### config.mk
export PLATFORM = sky130hd
export DESIGN_NAME = bcd_addsub_serial
export DESIGN_NICKNAME = d
export VERILOG_FILES = /design/src/rtl/bcd_addsub_serial.sv
export SDC_FILE = /design/constraint.sdc
export NUM_CORES = 1
export LEC_CHECK = 0
export BUFFER_PORTS_ARGS = -buffer_cell sky130_fd_sc_hd__buf_2
export CAP_MARGIN = 20
export CORE_UTILIZATION = 54
export CTS_CLUSTER_DIAMETER = 120
export DETAILED_ROUTE_END_ITERATION = 10
export PLACE_DENSITY = 0.83
export REMOVE_ABC_BUFFERS = 1
export SYNTH_ARGS = -nofsm -noshare
export SYNTH_HDL_FRONTEND = slang
export SYNTH_SLANG_ARGS = --single-unit
### constraint.sdc
create_clock -name clk -period 4.75 [get_ports clk]
set_input_delay 0.2375 -clock clk [delete_from_list [all_inputs] [get_ports clk]]
set_output_delay 0.2375 -clock clk [all_outputs]
set_load 0.01 [all_outputs]
### src/rtl/bcd_addsub_serial.sv
// bcd_addsub_serial: digit-serial BCD adder/subtractor, one digit per clock, LSD first,
// with valid/ready handshakes and invalid-digit detection.
module bcd_addsub_serial #(
   parameter int NDIGITS = 4
) (
   input  logic                 clk,
   input  logic                 rst,
   input  logic                 in_valid,
   output logic                 in_ready,
   input  logic [4*NDIGITS-1:0] a,
   input  logic [4*NDIGITS-1:0] b,
   input  logic                 cin,
   input  logic                 sub,
   output logic                 out_valid,
   input  logic                 out_ready,
   output logic [4*NDIGITS-1:0] sum,
   output logic                 cout,
   output logic                 err
);
   localparam int W  = 4 * NDIGITS;
   localparam int IW = NDIGITS > 1 ? $clog2(NDIGITS) : 1;
   typedef enum logic [1:0] {IDLE, CALC, DONE} state_t;
   state_t state, state_n;
   logic [W-1:0] a_r, b_r;
   logic sub_r, carry, carry_n, last, bad;
   logic [IW-1:0] idx;
   logic [3:0] ad, bdr, bd, dig;
   logic [4:0] t;
   always_comb begin
      ad      = a_r[4*idx +: 4];
      bdr     = b_r[4*idx +: 4];
      bd      = sub_r ? 4'd9 - bdr : bdr;
      t       = 5'(ad) + 5'(bd) + 5'(carry);
      carry_n = t > 5'd9;
      dig     = carry_n ? 4'(t + 5'd6) : t[3:0];
      bad     = (ad > 4'd9) | (bdr > 4'd9);
      last    = idx == IW'(NDIGITS - 1);
   end
   always_comb begin
      state_n = state == IDLE ? (in_valid ? CALC : IDLE)
              : state == CALC ? (last ? DONE : CALC)
              : (out_ready ? IDLE : DONE);
   end
   assign in_ready  = state == IDLE;
   assign out_valid = state == DONE;
   always_ff @(posedge clk) begin
      if (rst) state <= IDLE;
      else     state <= state_n;
   end
   always_ff @(posedge clk) begin
      if (rst) begin
         a_r   <= '0;
         b_r   <= '0;
         sub_r <= 1'b0;
         carry <= 1'b0;
         idx   <= '0;
         sum   <= '0;
         cout  <= 1'b0;
         err   <= 1'b0;
      end else if (state == IDLE && in_valid) begin
         a_r   <= a;
         b_r   <= b;
         sub_r <= sub;
         carry <= sub ? ~cin : cin;
         idx   <= '0;
         err   <= 1'b0;
      end else if (state == CALC) begin
         sum[4*idx +: 4] <= dig;
         carry <= carry_n;
         idx   <= idx + 1'b1;
         err   <= err | bad;
         // an invalid digit anywhere zeroes the whole result on the final step
         if (last) begin
            cout <= carry_n & ~(err | bad);
            if (err | bad) sum <= '0;
         end
      end
   end
endmodule

## Word level (Yosys, flattened, before mapping)

Index checks and enable logic that the tools add are counted.

| storage, ports and cells | value |
|---|---|
| register bits after elaboration | 56 |
| bits of input ports | 38 |
| output and inout port bits | 20 |
| word-level logic and storage cells | 50 |

| operators by class | value |
|---|---|
| $add $sub $neg | 6 |
| magnitude comparators | 3 |
| eq/ne operators | 3 |
| shift operators | 4 |
| mux-type cells | 13 |
| bitwise gates (word level) | 6 |
| reductions and logical operators | 6 |

Operators by type and width:

| operator | count |
|---|---|
| negator 4 -> 34 bit | 1 |
| variable shift 4 x 34 -> 16 bit, first input constant | 1 |
| indexed part select 4 x 34 -> 16 bit | 1 |
| two-way mux 16 bit | 2 |
| indexed part select 16 x 5 -> 4 bit | 2 |
| bitwise mux 16 bit | 1 |
| greater-than comparator 4 bit, second input constant | 2 |
| two-way mux 2 bit | 4 |
| two-way mux 4 bit | 2 |
| adder 4 x 4 -> 5 bit | 1 |
| adder 5 x 1 -> 5 bit | 1 |
| greater-than comparator 5 x 4 -> 1 bit, second input constant | 1 |
| adder 4 x 3 -> 4 bit, second input constant | 1 |
| == test 2 bit, second input constant | 2 |
| two-way mux 1 bit | 4 |
| subtractor 4 bit, first input constant | 1 |
| inverter 1 bit | 3 |
| AND reduction 3 bit | 1 |
| adder 2 x 1 -> 2 bit, second input constant | 1 |
| == test 2 x 1 -> 1 bit, second input constant | 1 |
| zero test 2 bit | 1 |
| bitwise OR 1 bit | 2 |
| AND reduction 2 bit | 1 |
| nonzero test 2 bit | 1 |
| other kinds (3) | 3 |

## Logic depth before layout (Yosys ltp)

Gate-level depths: netlist of the first run.

| logic depth | value |
|---|---|
| depth after elaboration | 11 |
| gate-level depth with buffers | 15 |

## Least setup slack after synthesis of the first run

No wires, ideal clock.

| timing path | value |
|---|---|
| path type | register -> register |
| from | register idx[0] |
| to | register cout |
| data arrival time | 3.494 ns |
| data required time | 4.680 ns |
| path slack | 1.186 ns |
| cell stages (with the launch flop) | 15 |
| buffers on the path | 1 |
| cell sequence | dfxtp_1 > buf_6 > mux4_1 > xnor2_1 > fa_1 > inv_1 > fa_1 > xor2_1 > inv_1 > ha_1 > nand2_1 > o31ai_1 > o31a_2 > or3b_2 > a21oi_1 |

| between the ends | value |
|---|---|
| longest elaborated chain between the ends | 7 |

Ends and longest elaborated chain:

| what | RTL line | source |
|---|---|---|
| start, declared | 26 | `logic [IW-1:0] idx;` |
| start signal, assigned | 70 | `idx <= idx + 1'b1;` |
| indexed part select 16 x 5 -> 4 bit | 31 | `bdr = b_r[4*idx +: 4];` |
| subtractor 4 bit | 32 | `bd = sub_r ? 4'd9 - bdr : bdr;` |
| two-way mux 4 bit | 32 |  |
| adder 4 x 4 -> 5 bit | 33 | `t = 5'(ad) + 5'(bd) + 5'(carry);` |
| adder 5 x 1 -> 5 bit | 33 |  |
| greater-than comparator 5 x 4 -> 1 bit | 34 | `carry_n = t > 5'd9;` |
| AND 1 bit | 74 | `cout <= carry_n & ~(err \| bad);` |
| end signal, assigned | 74 |  |
| end, declared | 17 | `output logic cout,` |

Parallel ways exist; a longest one is shown, timed or not.
A chain may end at the register's enable or synchronous reset.

## Final worst setup path of the first run

| timing path | value |
|---|---|
| from | register idx[0] |
| to | register sum[2] |

| between the ends | value |
|---|---|
| longest elaborated chain between the ends | 11 |

Ends and longest elaborated chain:

| what | RTL line | source |
|---|---|---|
| indexed part select 16 x 5 -> 4 bit | 31 |  |
| subtractor 4 bit | 32 |  |
| two-way mux 4 bit | 32 |  |
| adder 4 x 4 -> 5 bit | 33 |  |
| adder 5 x 1 -> 5 bit | 33 |  |
| adder 4 x 3 -> 4 bit or greater-than comparator 5 x 4 -> 1 bit (tied branches) | 35, 34 |  |
| two-way mux 4 bit | 35 | `dig = carry_n ? 4'(t + 5'd6) : t[3:0];` |
| indexed part select 4 x 34 -> 16 bit | 68 | `sum[4*idx +: 4] <= dig;` |
| bitwise mux 16 bit | 68 |  |
| two-way mux 16 bit | 75 | `if (err \| bad) sum <= '0;` |
| two-way mux 16 bit (*) | 73 | `if (last) begin` |
| end signal, assigned by index | 68 |  |
| end, declared | 16 | `output logic [4*NDIGITS-1:0] sum,` |

Every way passes the cells marked *; elsewhere a longest branch is shown, timed or not.

==> results of run 1 <==
==> cells by family after synthesis <==
kind of cell / count (synthesis)
adder cells (fa/ha/maj): 13
XOR/XNOR: 6
AO/OA/AOI/OAI: 79
flip-flops: 56
multiplexers: 9
buffers and inverters: 27
AND/OR/NAND/NOR: 112
==> Yosys cell counts (2+ instances only) <==
cell | count | share of area [%]
buf_1 | 2 | 0.27
nor2_1 | 4 | 0.54
nand2_1 | 82 | 11
clkbuf_1 | 10 | 1.4
clkbuf_8 | 2 | 1.0
mux4_2 | 2 | 1.6
o41ai_2 | 4 | 2.4
a32o_1 | 12 | 4.4
nand2b_1 | 2 | 0.45
xnor2_1 | 5 | 1.6
dfxtp_1 | 56 | 41
a21oi_1 | 45 | 8.2
nor2b_1 | 2 | 0.45
ha_1 | 11 | 5.0
and3b_1 | 2 | 0.63
mux4_1 | 6 | 5.7
and2_1 | 4 | 0.91
o21a_1 | 3 | 0.82
inv_1 | 11 | 1.5
fa_1 | 2 | 1.5
nor3_1 | 6 | 1.1
o211ai_1 | 3 | 0.82
or2b_1 | 2 | 0.54
o21ai_0 | 3 | 0.54
==> power breakdown <==
part / switching, W / internal, W
registers: 0.0000143 / 0.000493
logic: 0.000126 / 0.0000862
clock network: 0.000151 / 0.000156
==> layout make-up <==
| cell class | instances | share of cell area (%) |
|---|---|---|
| clock buffer | 5 | 2.15 |
| sequential | 56 | 35.1 |
| clock inverter | 3 | 1.33 |
| multi-input combinational | 219 | 47.2 |
| timing repair buffer | 60 | 10.3 |
| tap | 67 | 2.62 |
| inverter | 11 | 1.29 |
==> stage by stage <==
step | power, W | worst slack [ns] | hold WS [ns] | utilization, % | instance area [µm²]
global route | 0.00108 | 0.527 | 0.144 | 66.3 | 3190
detailed placement | 0.000722 | 0.910 | 0.443 | 63.4 | 3060
CTS | 0.00103 | 0.879 | 0.143 | 65.7 | 3170
finish | 0.00103 | 0.874 | 0.154 | 66.3 | 3190
floorplan | 0.000655 | 1.05 | 0.307 | - | 2670
global placement | 0.000712 | 1.12 | 0.441 | 63.4 | 3060
==> flip-flops by register name (all words and copies together) (netlist names) <==
register  count
a_r          16
b_r          16
sum          16
idx           2
state         2
carry         1
cout          1
err           1
sub_r         1
==> worst min-delay path, cell delays in order <==
cell and delay, ns:
buf_2 0.09, nand2_1 0.04, a21oi_1 0.05
==> layer usage <==
metal  vias up  track usage (%)  wire length [µm]
met1      1070             28.2              2610
met2        70             40.9              2810
met3        12             4.66               277
li1       1162                -                 -
met4         0             9.19                97
met5         -                0                 0
==> worst max-delay path by stage <==
stage                     endpoint  slack (ns)
final                       sum[2]        0.87
after global routing        sum[2]        0.53
after CTS                   sum[2]        0.88
after detailed placement    sum[2]        0.91
after global placement      sum[2]        1.12
after floorplan               cout        1.05
==> qor.csv, run 1 <==
metric;value;unit
status;finished clean;
cts-root-buf;clkbuf_8;
clock_latency;0.31;ns
antenna_found_initial;0;
synth_cell_types;45;
synth_compound_area_share;19.9;%
crit_chain;mux4_1, inv_1, ha_1, nand2_1, o21ai_0, ha_1, xor2_1, inv_1, ha_1, nand2_1, o31ai_1, o311ai_0, o2111ai_1, a21oi_1;
synth_edf_count;0;
post-cts-setup-buffers;0;
die-area;5400;µm²
synth_top_family_by_area;compound AO/OA/AOI/OAI gates;
io_buffers;57;
tritoncts;built;
htree_levels;2;
synth_warnings;0;
drive_above_1_share;23.4;%
n_antenna_cell;0;
layout_commonest_cell;nand2_1;
synth_seq_cells;56;
path_clk_slew;0.10;ns
grt_pass1_vias;2303;
hold_violations;0;
fp.dieW;73.5;µm
vias_per_cell;5.50;
cp-start-kind;register;
vias;2314;
hp-class;in -> reg;
ctsHoldBuffers;0;
multiInputGateArea;1510;µm²
drv_cap;0;
finalWirelength;5790;µm
r2r-start;idx[0];
core;4820;µm²
netlist_area;2760;µm²
track_usage;23.4;%
netlist_instances;302;
ir_worst_vdd;207;µV
cts_resized;0;
muxShareOfSynthArea;7.71;%
synth_xor_area_share;1.90;%
cp_top_family;compound AO/OA/AOI/OAI gates;
instances_no_fill;421;
wl_per_cell;13.8;µm
yosysSeqAreaShare;40.6;%
synthArstFlopShare;0;%
drtIter0Drc;117;
worstReg2RegEnd;sum[2];
grt_pass1_wl;9800;µm
cpMostUsedCell;ha_1;
initial_core_util;57.3;%
nFillCells;424;
powerDensity;321;nW/µm²
worstHoldPathCells;3;
r2r_slack;0.87;ns
setup-violations-final;0;
globalRoute.totalOverflow;0;
max_freq;0.258;GHz
yosys.area_share.simple;18.7;%
boundaryPins;58;
clk_path_buf_depth;2;
cts-buffers-inserted;5;
tns;0;ns
hpwlAfterDp;4210;µm
avgSynthCellArea;9.14;µm²
final_max_slew_viol_count;0;
r2r_cells;14;
globalplace.congestion;0.871;
ant_nets;0;
synth_fa_ha_area_share;6.44;%
power_leakage;1.35;nW
cp_slowest_cell;mux4_1;
critPathMaxFanout;6;
cp-end-kind;register;
grt_max_degree;49;
cp.depth;14;
nets;404;
rsz0062_at_grt;no;
path_buf_inv;2;
slew_headroom;39.5;%
critPathArrivalTime;4.12;ns
register_area;1120;µm²
syn2layout_area_growth;15.7;%
drc;0;
drt_pass1_iterations;4;
hold_end;a_r[15];
dp_cells;412;
clock_sinks;56;
tightestPinTransition;0.905;ns
num_rows;25;
finClkSkew;0.00334;ns
fin_crit;3.88;ns
crit_required;4.99;ns
slowest_delay;0.70;ns
period_share;81.6;%
synth-main-ff-cell;dfxtp_1;
dieHeight;73.5;µm
hp-start;a[15];
mostFrequentLayoutCells;nand2_1, buf_2, dfxtp_1, a21oi_1, a32o_1;
critical_path_class;reg -> reg;
crit_start;idx[0];
Power figures use the tool's default switching activity.
==> inputs of run 2 (changes only) <==
clock period = 3.6 ns   (was 4.75 ns; I/O delays follow)
==> run 2 against run 1 <==
  * Flip-flop and latch count is the same
  * Via count grew 1.5%
  * Worst setup slack lost 0.74 ns
  * Utilization grew 0.96 points
  * Global-route usage shrank 0.69 points
  * Power grew 28%
  * Clock skew grew 0.0047 ns
  * Non-clock buffer count grew 10
  * Combinational power grew 50%
  * Cell area grew 1.4%
  * Highest routed layer unchanged
==> qor.csv, run 2 (synthesis gave the netlist of run 1 again) <==
metric;value;unit;change
wl_per_cell;13.5;µm;-1.5%
drtIter0Drc;149;;+27%
utilization;67.3;%;+0.96 points
crit_start;idx[0];;
r2r-start;idx[0];;
multiInputGateArea;1520;µm²;+0.91%
post-place-ws;0.0362;ns;-0.874 ns
drv_cap;0;;unchanged
place_area;3110;µm²;+1.7%
tritoncts;built;;
die-area;5400;µm²;unchanged
dieHeight;73.5;µm;unchanged
powerDensity;407;nW/µm²;+27%
worstHoldPathCells;3;;unchanged
finalWirelength;5820;µm;+0.60%
clock_latency;0.31;ns;about the same
boundaryPins;58;;unchanged
post-route-cell-area;3240;µm²;+1.4%
antenna_found_initial;0;;unchanged
hp-start;b[2];;
hpwlAfterDp;4170;µm;-0.79%
layout_commonest_cell;nand2_1;;
finalPower;0.00132;W;+28%
finClkSkew;0.00802;ns;+0.00468 ns
layout_setup_ws;0.129;ns;-0.745 ns
hp-class;in -> reg;;
core;4820;µm²;unchanged
critPathArrivalTime;3.67;ns;-0.45 ns
vias;2349;;+1.5%
vias_per_cell;5.46;;-0.61%
worstReg2RegEnd;sum[6];;
period_share;96.4;%;+15 points
max_freq;0.288;GHz;+12%
drive_above_1_share;28.7;%;+5.2 points
n_antenna_cell;0;;unchanged
globalRoute.totalOverflow;0;;unchanged
critical_path_class;reg -> reg;;
clock_sinks;56;;unchanged
r2r_slack;0.13;ns;-0.74 ns
power_leakage;1.36;nW;+0.58%
grt_max_degree;49;;unchanged
num_rows;25;;unchanged
mostFrequentLayoutCells;nand2_1, buf_2, dfxtp_1, a21oi_1;;
fin_crit;3.47;ns;-0.405 ns
cp-end-kind;register;;
register_area;1120;µm²;+0.33%
cp-start-kind;register;;
clk_path_buf_depth;2;;unchanged
path_clk_slew;0.10;ns;about the same
reg_top3;a_r x16, b_r x16, sum x16;;
grt_pass1_wl;9470;µm;-3.4%
drc;0;;unchanged
tightestPinTransition;1.03;ns;+0.123 ns
io_buffers;57;;unchanged
slew_headroom;31.3;%;-8.3 points
fp.dieW;73.5;µm;unchanged
crit_required;3.80;ns;-1.19 ns
grt_pass1_vias;2097;;-8.9%
initial_core_util;57.3;%;unchanged
hold_violations;0;;unchanged
ctsHoldBuffers;0;;unchanged
r2r_cells;15;;+1
nFillCells;411;;-3.1%
htree_levels;2;;unchanged
ant_nets;0;;unchanged
drt_pass1_iterations;4;;unchanged
critPathMaxFanout;5;;-1
status;finished clean;;
cts-buffers-inserted;5;;unchanged
nets;414;;+2.5%
track_usage;22.7;%;-0.69 points
syn2layout_area_growth;17.4;%;
hold_end;b_r[2];;
setup-violations-final;0;;unchanged
final_max_slew_viol_count;0;;unchanged
globalplace.congestion;0.853;;-2.1%
instances_no_fill;430;;+2.1%
dp_cells;419;;+1.7%
ir_worst_vdd;240;µV;+16%
cts-root-buf;clkbuf_8;;
run 2: metal layers:
metal | wire length [µm] | vias to the layer above | share of wire, % | GRT usage, %
li1 | - | 1173 | - | -
met1 | 2640 | 1090 | 45 | 30.6
met2 | 2750 | 72 | 47 | 36.3
met3 | 323 | 14 | 5.5 | 4.66
met4 | 107 | 0 | 1.8 | 7.91
met5 | 0 | - | 0 | 0
run 2: repair_timing:
action	4_1_cts	5_1_grt
endpoints found under the setup margin	0	7
setup buffers	0	4
gates resized for setup	0	15
run 2: metrics by stage:
step                      hold slack [ns]  TNS (ns)
after floorplan                     0.249    -0.168
after global placement              0.421         0
after detailed placement            0.426         0
after CTS                          0.0949         0
after global routing               0.0911   -0.0190
final                              0.0978         0
run 2: final cells by class:
type | instances | share of cell area [%]
clock buffers | 5 | 2.12
clock inverters | 2 | 0.386
inverters | 11 | 1.27
multi-input cells | 219 | 47.0
flip-flops and latches | 56 | 34.7
well taps | 67 | 2.59
repair buffers | 70 | 11.9
run 2: worst max-delay path by stage:
stage / slack [ns] / to
floorplan: -0.1 / cout
global placement: 0.18 / cout
detailed placement: 0.04 / cout
CTS: 0.02 / cout
global route: -0.01 / sum[13]
finish: 0.13 / sum[6]
run 2: power breakdown:
group	internal [W]	switching [W]
registers	0.000650	0.0000181
clock network	0.000132	0.000199
logic	0.000141	0.000178
run 2: critical path, stage by stage, from the launching register on:
cell and delay [ns]:
dfxtp_4 0.40, mux4_2 0.53, xnor2_2 0.19, fa_2 0.22, inv_1 0.06, fa_2 0.42
xor2_2 0.20, inv_1 0.08, ha_2 0.20, nand2_1 0.05, o31ai_1 0.08, o31a_2 0.39
buf_4 0.16, buf_4 0.13, o211ai_1 0.17, a21oi_1 0.09
